**src/rtl/mac_operand_server_if.sv**
```systemverilog
// Host write port, operand read port and status of mac_operand_server.
// The host drives the master side. The operand server drives the slave side.
interface mac_operand_server_if #(
  parameter int M  = 4,
  parameter int K  = 4,
  parameter int N  = 4,
  parameter int DW = 32
);
  localparam int MAXD = (M > K) ? ((M > N) ? M : N) : ((K > N) ? K : N);
  localparam int AW   = (MAXD > 1) ? $clog2(MAXD) : 1;
  localparam int MW   = (M > 1) ? $clog2(M) : 1;
  localparam int KW   = (K > 1) ? $clog2(K) : 1;
  localparam int NW   = (N > 1) ? $clog2(N) : 1;

  logic          clear;
  logic          mac_done;
  logic          wr_en;
  logic          wr_sel;
  logic [AW-1:0] wr_row;
  logic [AW-1:0] wr_col;
  logic [DW-1:0] wr_data;
  logic          wr_err;
  logic          matrix_a_re;
  logic [MW-1:0] row_addr_a;
  logic [KW-1:0] col_addr_a;
  logic          matrix_b_re;
  logic [KW-1:0] row_addr_b;
  logic [NW-1:0] col_addr_b;
  logic [DW-1:0] data_in_a;
  logic [DW-1:0] data_in_b;
  logic          data_a_valid;
  logic          data_b_valid;
  logic          rd_err;
  logic          operands_ready;
  logic [1:0]    state;

  modport master (
    output clear, mac_done, wr_en, wr_sel, wr_row, wr_col, wr_data,
           matrix_a_re, row_addr_a, col_addr_a, matrix_b_re, row_addr_b, col_addr_b,
    input  wr_err, data_in_a, data_in_b, data_a_valid, data_b_valid, rd_err,
           operands_ready, state
  );

  modport slave (
    input  clear, mac_done, wr_en, wr_sel, wr_row, wr_col, wr_data,
           matrix_a_re, row_addr_a, col_addr_a, matrix_b_re, row_addr_b, col_addr_b,
    output wr_err, data_in_a, data_in_b, data_a_valid, data_b_valid, rd_err,
           operands_ready, state
  );
endinterface

```
**src/rtl/mac_operand_server.sv**
```systemverilog
// Operand store for the MAC. It holds A (MxK) and B (KxN), locks them once every element is written, and serves reads.
// Reads have a fixed latency of 1 cycle with no backpressure. Rejected writes and reads raise 1-cycle error pulses.
module mac_operand_server #(
  parameter int M                      = 4,
  parameter int K                      = 4,
  parameter int N                      = 4,
  parameter int DATA_WIDTH_INIT_MATRIX = 32
) (
  input logic                 clk,
  input logic                 reset,
  mac_operand_server_if.slave bus
);
  localparam int DW  = DATA_WIDTH_INIT_MATRIX;
  localparam int NA  = M * K;
  localparam int NB  = K * N;
  localparam int IAW = (NA > 1) ? $clog2(NA) : 1;
  localparam int IBW = (NB > 1) ? $clog2(NB) : 1;
  localparam int CAW = $clog2(NA + 1);
  localparam int CBW = $clog2(NB + 1);

  typedef enum logic [1:0] {
    ST_EMPTY   = 2'b00,
    ST_LOADING = 2'b01,
    ST_READY   = 2'b10
  } state_e;

  state_e         state_q, state_d;
  logic [DW-1:0]  mem_a [NA];
  logic [DW-1:0]  mem_b [NB];
  logic [NA-1:0]  va_q, va_d;
  logic [NB-1:0]  vb_q, vb_d;
  logic [CAW-1:0] cnta_q, cnta_d;
  logic [CBW-1:0] cntb_q, cntb_d;
  logic           wr_acc, wr_in_rng, full;
  logic           wr_err_q, wr_err_d;
  logic [IAW-1:0] wr_idx_a, rd_idx_a;
  logic [IBW-1:0] wr_idx_b, rd_idx_b;
  logic           rd_ok, rd_a_rng, rd_b_rng;
  logic [DW-1:0]  data_a_q, data_a_d, data_b_q, data_b_d;
  logic           a_vld_q, a_vld_d, b_vld_q, b_vld_d;
  logic           rd_err_q, rd_err_d;

  assign wr_idx_a  = IAW'(bus.wr_row) * IAW'(K) + IAW'(bus.wr_col);
  assign wr_idx_b  = IBW'(bus.wr_row) * IBW'(N) + IBW'(bus.wr_col);
  assign rd_idx_a  = IAW'(bus.row_addr_a) * IAW'(K) + IAW'(bus.col_addr_a);
  assign rd_idx_b  = IBW'(bus.row_addr_b) * IBW'(N) + IBW'(bus.col_addr_b);
  assign wr_in_rng = bus.wr_sel ? ((32'(bus.wr_row) < K) && (32'(bus.wr_col) < N))
                                : ((32'(bus.wr_row) < M) && (32'(bus.wr_col) < K));
  assign rd_a_rng  = (32'(bus.row_addr_a) < M) && (32'(bus.col_addr_a) < K);
  assign rd_b_rng  = (32'(bus.row_addr_b) < K) && (32'(bus.col_addr_b) < N);

  // clear outranks the write, so a write that coincides with clear is dropped silently.
  always_comb begin
    va_d     = va_q;
    vb_d     = vb_q;
    cnta_d   = cnta_q;
    cntb_d   = cntb_q;
    wr_acc   = 1'b0;
    wr_err_d = 1'b0;
    if (bus.clear) begin
      va_d   = '0;
      vb_d   = '0;
      cnta_d = '0;
      cntb_d = '0;
    end else if (bus.wr_en) begin
      if ((state_q != ST_READY) && wr_in_rng) begin
        wr_acc = 1'b1;
        if (!bus.wr_sel) begin
          if (!va_q[wr_idx_a]) cnta_d = cnta_q + CAW'(1);
          va_d[wr_idx_a] = 1'b1;
        end else begin
          if (!vb_q[wr_idx_b]) cntb_d = cntb_q + CBW'(1);
          vb_d[wr_idx_b] = 1'b1;
        end
      end else begin
        wr_err_d = 1'b1;
      end
    end
  end

  assign full = (cnta_d == CAW'(NA)) && (cntb_d == CBW'(NB));

  always_ff @(posedge clk) begin
    if (wr_acc && !reset && !bus.wr_sel) mem_a[wr_idx_a] <= bus.wr_data;
    if (wr_acc && !reset &&  bus.wr_sel) mem_b[wr_idx_b] <= bus.wr_data;
  end

  always_ff @(posedge clk) begin
    if (reset) state_q <= ST_EMPTY;
    else       state_q <= state_d;
  end

  // After an unlock the store stays in LOADING until a patch write lands, giving the host time to edit.
  always_comb begin
    state_d = state_q;
    if (bus.clear) begin
      state_d = ST_EMPTY;
    end else begin
      case (state_q)
        ST_EMPTY:   if (wr_acc) state_d = full ? ST_READY : ST_LOADING;
        ST_LOADING: if (wr_acc && full) state_d = ST_READY;
        ST_READY:   if (bus.mac_done) state_d = ST_LOADING;
        default:    state_d = ST_EMPTY;
      endcase
    end
  end

  always_comb begin
    bus.operands_ready = (state_q == ST_READY);
    bus.state          = state_q;
  end

  // A read coinciding with mac_done is already outside the locked window.
  assign rd_ok = (state_q == ST_READY) && !bus.mac_done;

  always_comb begin
    data_a_d = data_a_q;
    data_b_d = data_b_q;
    a_vld_d  = 1'b0;
    b_vld_d  = 1'b0;
    rd_err_d = 1'b0;
    if (bus.matrix_a_re) begin
      if (rd_ok && rd_a_rng) begin
        data_a_d = mem_a[rd_idx_a];
        a_vld_d  = 1'b1;
      end else begin
        data_a_d = '0;
        rd_err_d = 1'b1;
      end
    end
    if (bus.matrix_b_re) begin
      if (rd_ok && rd_b_rng) begin
        data_b_d = mem_b[rd_idx_b];
        b_vld_d  = 1'b1;
      end else begin
        data_b_d = '0;
        rd_err_d = 1'b1;
      end
    end
  end

  always_ff @(posedge clk) begin
    if (reset) begin
      va_q     <= '0;
      vb_q     <= '0;
      cnta_q   <= '0;
      cntb_q   <= '0;
      wr_err_q <= 1'b0;
      data_a_q <= '0;
      data_b_q <= '0;
      a_vld_q  <= 1'b0;
      b_vld_q  <= 1'b0;
      rd_err_q <= 1'b0;
    end else begin
      va_q     <= va_d;
      vb_q     <= vb_d;
      cnta_q   <= cnta_d;
      cntb_q   <= cntb_d;
      wr_err_q <= wr_err_d;
      data_a_q <= data_a_d;
      data_b_q <= data_b_d;
      a_vld_q  <= a_vld_d;
      b_vld_q  <= b_vld_d;
      rd_err_q <= rd_err_d;
    end
  end

  assign bus.wr_err       = wr_err_q;
  assign bus.data_in_a    = data_a_q;
  assign bus.data_in_b    = data_b_q;
  assign bus.data_a_valid = a_vld_q;
  assign bus.data_b_valid = b_vld_q;
  assign bus.rd_err       = rd_err_q;
endmodule

```
**src/flat_wrapper.sv**
```systemverilog
// flat-port wrapper written by rule: the top's interface ports become plain ports
module mac_operand_server_flat 
#(
  parameter int M                      = 4,
  parameter int K                      = 4,
  parameter int N                      = 4,
  parameter int DATA_WIDTH_INIT_MATRIX = 32
)
  (clk, reset, bus_clear, bus_mac_done, bus_wr_en, bus_wr_sel, bus_wr_row, bus_wr_col, bus_wr_data, bus_matrix_a_re, bus_row_addr_a, bus_col_addr_a, bus_matrix_b_re, bus_row_addr_b, bus_col_addr_b, bus_wr_err, bus_data_in_a, bus_data_in_b, bus_data_a_valid, bus_data_b_valid, bus_rd_err, bus_operands_ready, bus_state);
  mac_operand_server_if #(.M(M), .K(K), .N(N), .DW(32)) bus_i ();
  input logic clk;
  input logic reset;
  input wire logic [$bits(bus_i.clear)-1:0] bus_clear;
  input wire logic [$bits(bus_i.mac_done)-1:0] bus_mac_done;
  input wire logic [$bits(bus_i.wr_en)-1:0] bus_wr_en;
  input wire logic [$bits(bus_i.wr_sel)-1:0] bus_wr_sel;
  input wire logic [$bits(bus_i.wr_row)-1:0] bus_wr_row;
  input wire logic [$bits(bus_i.wr_col)-1:0] bus_wr_col;
  input wire logic [$bits(bus_i.wr_data)-1:0] bus_wr_data;
  input wire logic [$bits(bus_i.matrix_a_re)-1:0] bus_matrix_a_re;
  input wire logic [$bits(bus_i.row_addr_a)-1:0] bus_row_addr_a;
  input wire logic [$bits(bus_i.col_addr_a)-1:0] bus_col_addr_a;
  input wire logic [$bits(bus_i.matrix_b_re)-1:0] bus_matrix_b_re;
  input wire logic [$bits(bus_i.row_addr_b)-1:0] bus_row_addr_b;
  input wire logic [$bits(bus_i.col_addr_b)-1:0] bus_col_addr_b;
  output wire logic [$bits(bus_i.wr_err)-1:0] bus_wr_err;
  output wire logic [$bits(bus_i.data_in_a)-1:0] bus_data_in_a;
  output wire logic [$bits(bus_i.data_in_b)-1:0] bus_data_in_b;
  output wire logic [$bits(bus_i.data_a_valid)-1:0] bus_data_a_valid;
  output wire logic [$bits(bus_i.data_b_valid)-1:0] bus_data_b_valid;
  output wire logic [$bits(bus_i.rd_err)-1:0] bus_rd_err;
  output wire logic [$bits(bus_i.operands_ready)-1:0] bus_operands_ready;
  output wire logic [$bits(bus_i.state)-1:0] bus_state;
  assign bus_i.clear = bus_clear;
  assign bus_i.mac_done = bus_mac_done;
  assign bus_i.wr_en = bus_wr_en;
  assign bus_i.wr_sel = bus_wr_sel;
  assign bus_i.wr_row = bus_wr_row;
  assign bus_i.wr_col = bus_wr_col;
  assign bus_i.wr_data = bus_wr_data;
  assign bus_i.matrix_a_re = bus_matrix_a_re;
  assign bus_i.row_addr_a = bus_row_addr_a;
  assign bus_i.col_addr_a = bus_col_addr_a;
  assign bus_i.matrix_b_re = bus_matrix_b_re;
  assign bus_i.row_addr_b = bus_row_addr_b;
  assign bus_i.col_addr_b = bus_col_addr_b;
  assign bus_wr_err = bus_i.wr_err;
  assign bus_data_in_a = bus_i.data_in_a;
  assign bus_data_in_b = bus_i.data_in_b;
  assign bus_data_a_valid = bus_i.data_a_valid;
  assign bus_data_b_valid = bus_i.data_b_valid;
  assign bus_rd_err = bus_i.rd_err;
  assign bus_operands_ready = bus_i.operands_ready;
  assign bus_state = bus_i.state;
  mac_operand_server #(.M(M), .K(K), .N(N), .DATA_WIDTH_INIT_MATRIX(DATA_WIDTH_INIT_MATRIX)) u_core (.clk(clk), .reset(reset), .bus(bus_i));
endmodule
```
**config.mk**
```make
export PLATFORM = sky130hd
export DESIGN_NAME = mac_operand_server_flat
export DESIGN_NICKNAME = d
export VERILOG_FILES = /design/src/rtl/mac_operand_server_if.sv /design/src/rtl/mac_operand_server.sv /design/src/flat_wrapper.sv
export SDC_FILE = /design/constraint.sdc
export NUM_CORES = 1
export LEC_CHECK = 0
export CAP_MARGIN = 20
export CELL_PAD_IN_SITES_DETAIL_PLACEMENT = 1
export CELL_PAD_IN_SITES_GLOBAL_PLACEMENT = 1
export CORE_ASPECT_RATIO = 1.75
export CORE_MARGIN = 5
export CORE_UTILIZATION = 29
export CTS_CLUSTER_DIAMETER = 30
export DETAILED_ROUTE_END_ITERATION = 12
export GPL_TIMING_DRIVEN = 0
export PLACE_DENSITY = 0.54
export SLEW_MARGIN = 20
export SYNTH_ARGS = -nofsm -noshare
export SYNTH_HDL_FRONTEND = slang
export SYNTH_SLANG_ARGS = --single-unit
```
**constraint.sdc**
```tcl
create_clock -name clk -period 6.1 [get_ports clk]
set_input_delay 1.525 -clock clk [delete_from_list [all_inputs] [get_ports clk]]
set_output_delay 1.525 -clock clk [all_outputs]
set_load 0.05 [all_outputs]
```
---- Word-level counts from Yosys, hierarchy flattened ----
Memory sizes are Yosys's and may differ from the RTL's.
Index checks and enable logic that the tools add are counted.
cells by class
  bitwise operators ....................... 6
  magnitude comparators ................... 2
  equal/unequal tests ..................... 8
  reduce and logical (&&, ||, !) cells .... 18
  div/mod/pow operators ................... 0
  multiplexer cells ....................... 36
  shift operators ......................... 0
  multipliers ............................. 0
  $add $sub $neg .......................... 5
operators by type and width
  kind                                                                                 number
  32-bit 2-to-1 mux                                                                    2
  5-bit 2-to-1 mux                                                                     10
  16-bit bitwise OR                                                                    2
  1-bit 2-to-1 mux                                                                     16
  4-bit by 2-bit adder with 4-bit output                                               3
  5-bit by 1-bit adder with 5-bit output, second input constant                        2
  5-bit equality test, second input constant                                           2
  3-bit AND reduction                                                                  3
  1-bit binary-select mux with 4-bit select                                            2
  2-bit 2-to-1 mux                                                                     4
  1-bit logical AND                                                                    7
  2-bit case mux with 3 select lines                                                   1
  2-bit OR reduction                                                                   3
  4-bit by 5-bit < comparator with 1-bit output, second input constant                 1
  1-bit demux with 4-bit select                                                        1
  4-bit by 1-bit greater-or-equal comparator with 1-bit output, second input constant  1
  2-bit by 1-bit inequality test with 1-bit output, second input constant              2
  2-bit inequality test, second input constant                                         2
  1-bit NOT                                                                            4
  1-bit logical NOT                                                                    3
  3-bit OR reduction                                                                   1
  2-bit by 1-bit equality test with 1-bit output, second input constant                1
  2-bit equality test, second input constant                                           1
  2-bit logical NOT                                                                    1
word-level totals
  memories ................................ 2
  bits in writable memories ............... 1,024
  register bits after elaboration ......... 112
  word-level logic and storage cells ...... 88
  bits in latches ......................... 0
  bits in read-only memories .............. 0
  output and inout bits ................... 71
  input bits .............................. 52
memory list
  name          depth  bits a word  rd ports  clocked after memory_dff  write ports  line                      text
  u_core.mem_a  16     32           1         0                         1            mac_operand_server.sv:28  logic [DW-1:0] mem_a [NA];
  u_core.mem_b  16     32           1         0                         1            mac_operand_server.sv:29  logic [DW-1:0] mem_b [NB];

---- Logic depth before layout (Yosys ltp) ----
  depth after elaboration ................. 13
  depth in mapped cells ................... 8

---- Least setup slack after synthesis ----
Ideal clock, no wire load.
  kind .................................... in2reg
  from .................................... input reset
  to ...................................... memory u_core.mem_a[8][0], enable pin
  library setup time ...................... 0.423 ns
  slack ................................... 1.931 ns
  arrival time ............................ 3.747 ns
  cell stages on the path ................. 5
  path through ............................ clkbuf_1 -> nor2_1 -> clkbuf_1 -> nand3b_1 -> nor2_1
between the ends
  cells in the longest elaborated chain, start to end .. 5
RTL lines
  item                                    line                      text
  from (decl)                             flat_wrapper.sv:12        input logic reset;
  1-bit logical NOT                       mac_operand_server.sv:84  if (wr_acc && !reset && !bus.wr_sel) mem_a[wr_idx_a] <= bus.wr_data;
  1-bit logical AND (2 in series)         mac_operand_server.sv:84
  1-bit 2-to-1 mux                        mac_operand_server.sv:84
  1-bit 2-to-1 mux (not written as such)  mac_operand_server.sv:84
  to (decl)                               mac_operand_server.sv:28
Every way passes these cells.

---- Worst setup path after layout ----
  from .................................... input bus_row_addr_b[1]
  to ...................................... register u_core.data_b_q[1], in the netlist u_core.bus.data_in_b[1]
between the ends
  cells in the longest elaborated chain, start to end .. 3
RTL lines
  item                                    line                       text
  from (decl)                             flat_wrapper.sv:24         input wire logic [$bits(bus_i.row_addr_b)-1:0] bus_row_addr_b;
  4-bit by 2-bit adder with 4-bit output  mac_operand_server.sv:46   assign rd_idx_b = IBW'(bus.row_addr_b) * IBW'(N) + IBW'(bus.col_addr_b);
  memory 16 x 32 bit                      n/a
  32-bit 2-to-1 mux                       mac_operand_server.sv:132  if (rd_ok && rd_b_rng) begin
  to (signal assigned)                    mac_operand_server.sv:161  data_b_q <= data_b_d;
  to (decl)                               mac_operand_server.sv:39   logic [DW-1:0] data_a_q, data_a_d, data_b_q, data_b_d;
Every way passes these cells.
A chain may end at the register's enable or synchronous reset.

==> results.md <==
## Run status
- **result of the run** finished clean

## Die
- **horizontal die dimension** 301 um
- **Die Span Y** 519 um
- **site row count** 186
- **initial core utilization** 29.2%
- **count of pins on the block boundary** 123
- **die area** 156000 um^2
- **core area** 147000 um^2

## Min path
- **type of the tightest min-delay check** reg2reg
- **number of cells on the worst hold path** 1

## Synth
- **area of the mapped netlist** 42900 um^2
- **number of synthesized register bits** 1136
- **number of instances in the synthesized netlist** 2005
- **area share of the largest cell type after synthesis** 71.7%
- **prevailing post-synth register cell** edfxtp_1
- **share of async-settable or async-resettable flops after synthesis** 0%
- **post-synth top area cell** edfxtp_1
- **yosys synthesis warning count** 0
- **biggest area contributors in the synthesized netlist** edfxtp_1, mux4_2, dfxtp_1
- **nets in the synthesized netlist** 2059
- **count of flip-flops with a built-in enable after synthesis** 1024
- **count of different cell masters after synthesis** 46
- **sequential element share of the synthesized area** 76.9%
- **Avg Synthesized Cell Area** 21.4 um^2

## Timing
- **worst hold slack after final layout** 447 ps
- **Worst Max-Slew Pin Slew** 1130 ps
- **final worst-path cycle share** 76.1%
- **fmax** 216 MHz
- **Max transition margin** 24.6%
- **max-slew violation count** 0
- **final setup violation count** 0
- **RSZ-0062 raised after global routing** no
- **min cycle time layout** 4640 ps
- **worst clock skew on the final layout** 24.4 ps
- **total count of hold-check failures in the final report** 0

## Drt
- **drt total wl** 119000 um
- **number of DRC markers after the initial detailed-route iteration** 1354
- **final routed DRC violation total** 0
- **antenna viol nets, final** 0
- **detail-routed via count per cell** 4.77
- **count of TritonRoute iterations in the first routing pass** 5
- **average wire length per cell after detail routing** 26.5 um
- **routed via count** 21357

## Placed design
- **# placed instances** 4151
- **global placer's final weighted congestion** 0.718
- **Port Buffer Count** 110
- **sum of net half-perimeters after detailed placement** 80200 um

## CTS
- **clk buf depth** 3
- **Post CTS Setup Buffer Count** 0
- **number of resized instances in the post-cts repair step** 0
- **number of H-tree levels** 4
- **clock latency on the worst-skew pair** 780 ps
- **TritonCTS Sinks** 1136
- **number of buffers created by CTS** 172
- **CTS hold repair buffers** 0
- **CTS tree** done
- **root buffer cell** clkbuf_16
- **clock input transition at the sequential cells of the worst setup and hold paths** 50 ps

## Layout
- **nets@finish** 2405
- **number of non-filler instances in the completed layout** 4482
- **area overhead of the layout relative to synthesis** 26.1%
- **share of layout cells above drive strength 1** 28.9%

## Critical path
- **CP Data Required Time** 6800 ps
- **category of the worst setup path launch point** input pin
- **master of the slowest instance on the critical path** clkbuf_1
- **Levels on crit path** 7
- **critical setup path kind** in2reg
- **kind of cell adding the most delay to the critical path** buffers and inverters
- **Data arrival, critical path** 5330 ps
- **number of buffers and inverters on the critical path** 4
- **nature of the critical path endpoint** flip-flop
- **most frequent cell on the critical path** clkbuf_1
- **crit-path max FO** 10
- **number of cell instances on the worst register-to-register path** 7
- **delay of the slowest critical-path stage** 800 ps
- **list of cells traversed by the critical path** clkbuf_1, clkbuf_1, clkbuf_1, clkbuf_1, a211oi_1, a21oi_1, a22o_1

## Global routing
- **pin count of the biggest net entering global routing** 33
- **overall routing resource usage** 15.2%
- **first-pass GRT wire length** 172000 um
- **GRT Residual Overflow** 0
- **number of antenna violations at the first check in global routing** 3
- **via count of the first global-routing pass** 24348

## Power and ir drop
- **power per unit of standard cell area** 358 nW/um^2
- **worst vdd rail ir drop** 0.000288 V
- **Tot Pwr** 0.0193 W
- **cell leakage power** 17.5 nW

## Flow run
- **maximum capacitance violations** 0

-- synth_stat cells, drive strengths merged (3+ instances only) --
cell type,number
nand3,8
mux4,264
a21oi,67
clkbuf,77
a21o,32
a22o,64
buf,39
nand2,14
nor2,52
mux2i,70
nor2b,67
nor3,3
edfxtp,1024
xnor2,5
a211oi,65
dfxtp,112
xor2,4
inv,5
o21ai,3
-- sequential cells by signal (all words and copies together) (netlist names) --
signal	count
u_core.bus.wr_err	1
u_core.bus.data_b_valid	1
u_core.bus.data_in_b	32
u_core.bus.state	2
u_core.bus.data_in_a	32
u_core.va_q	16
u_core.mem_b	512
u_core.vb_q	16
u_core.cnta_q	5
u_core.bus.rd_err	1
u_core.cntb_q	5
u_core.bus.data_a_valid	1
u_core.mem_a	512
-- cell type report --
cell class / count / area (um^2)
fill: 14274 / 92800
sequential: 1136 / 33000
multi-input combinational: 748 / 9630
clock buffer: 197 / 4510
tap: 1974 / 2470
timing repair buffer: 172 / 2430
clock inverter: 127 / 1480
buffer: 116 / 498
inverter: 5 / 18.8
antenna: 7 / 17.5
-- metrics by stage --
| step | instance area (um^2) | setup TNS (ps) | util, % | setup slack, ps |
|---|---|---|---|---|
| after floorplan | 42900 | 0 | - | 1930 |
| after global routing | 54000 | 0 | 36.8 | 1420 |
| after detailed placement | 48200 | 0 | 32.8 | 553 |
| after global placement | 46400 | -649860 | 31.6 | -919 |
| after CTS | 54200 | 0 | 36.9 | 1380 |
| final | 54100 | 0 | 36.8 | 1460 |
-- power breakdown --
group	total, W	switching, W	internal (W)
clock network	0.0101	0.00383	0.00627
logic	0.000723	0.000466	0.000257
registers	0.00852	0.00000830	0.00851
-- final timing paths --
path	startpoint	slack, ps	endpoint
worst max-delay path	bus_row_addr_b[1]	1460	u_core.bus.data_in_b[1]$_SDFFE_PP0P_
worst min-delay path	u_core.va_q[4]$_SDFFE_PP0P_	450	u_core.va_q[4]$_SDFFE_PP0P_
worst max register to register	u_core.bus.state[0]$_SDFFE_PP0P_	2670	u_core.mem_a[7][12]$_DFFE_PP_
worst min register to register	u_core.va_q[4]$_SDFFE_PP0P_	450	u_core.va_q[4]$_SDFFE_PP0P_
-- cell families (layout without fill, tap and decap cells) --
family,after synthesis,after routing,synth area share (%)
flops,1136,1136,76.9
mux,335,335,15.6
compound gates,239,239,4.02
simple gates,163,163,2.02
buf+inv,121,617,1.19
xor+xnor,9,9,0.184
fa+ha+maj,2,2,0.0584
other cells,0,7,0
-- per-layer routing --
| metal | GRT usage [%] | routed length (um) |
|---|---|---|
| met5 | 0 | 0 |
| met4 | 4.01 | 2320 |
| met3 | 2.56 | 4300 |
| met2 | 29.0 | 66900 |
| met1 | 17.4 | 45200 |
-- worst register-to-register path, cell delays in order, from the launching register on --
cell and delay [ps]:
dfxtp_1 390, nand2b_1 380, inv_1 330, nor3_1 570, nand3_1 460, nor2_4 550, buf_16 220, buf_12 210
-- cells in the final DEF, fill, tap and decap left out, drive strengths merged, types with 5 or more instances in the layout --
cell,Yosys,routed
a211oi,65,65
a21o,32,32
a21oi,67,67
a22o,64,64
buf,39,129
bufinv,0,20
clkbuf,77,277
clkdlybuf4s50,0,79
clkinv,0,58
clkinvlp,0,11
dfxtp,112,112
diode,0,7
edfxtp,1024,1024
inv,5,43
mux2i,70,70
mux4,264,264
nand2,14,14
nand3,8,8
nor2,52,52
nor2b,67,67
xnor2,5,5
No activity file was read; power rests on OpenSTA's default activity.
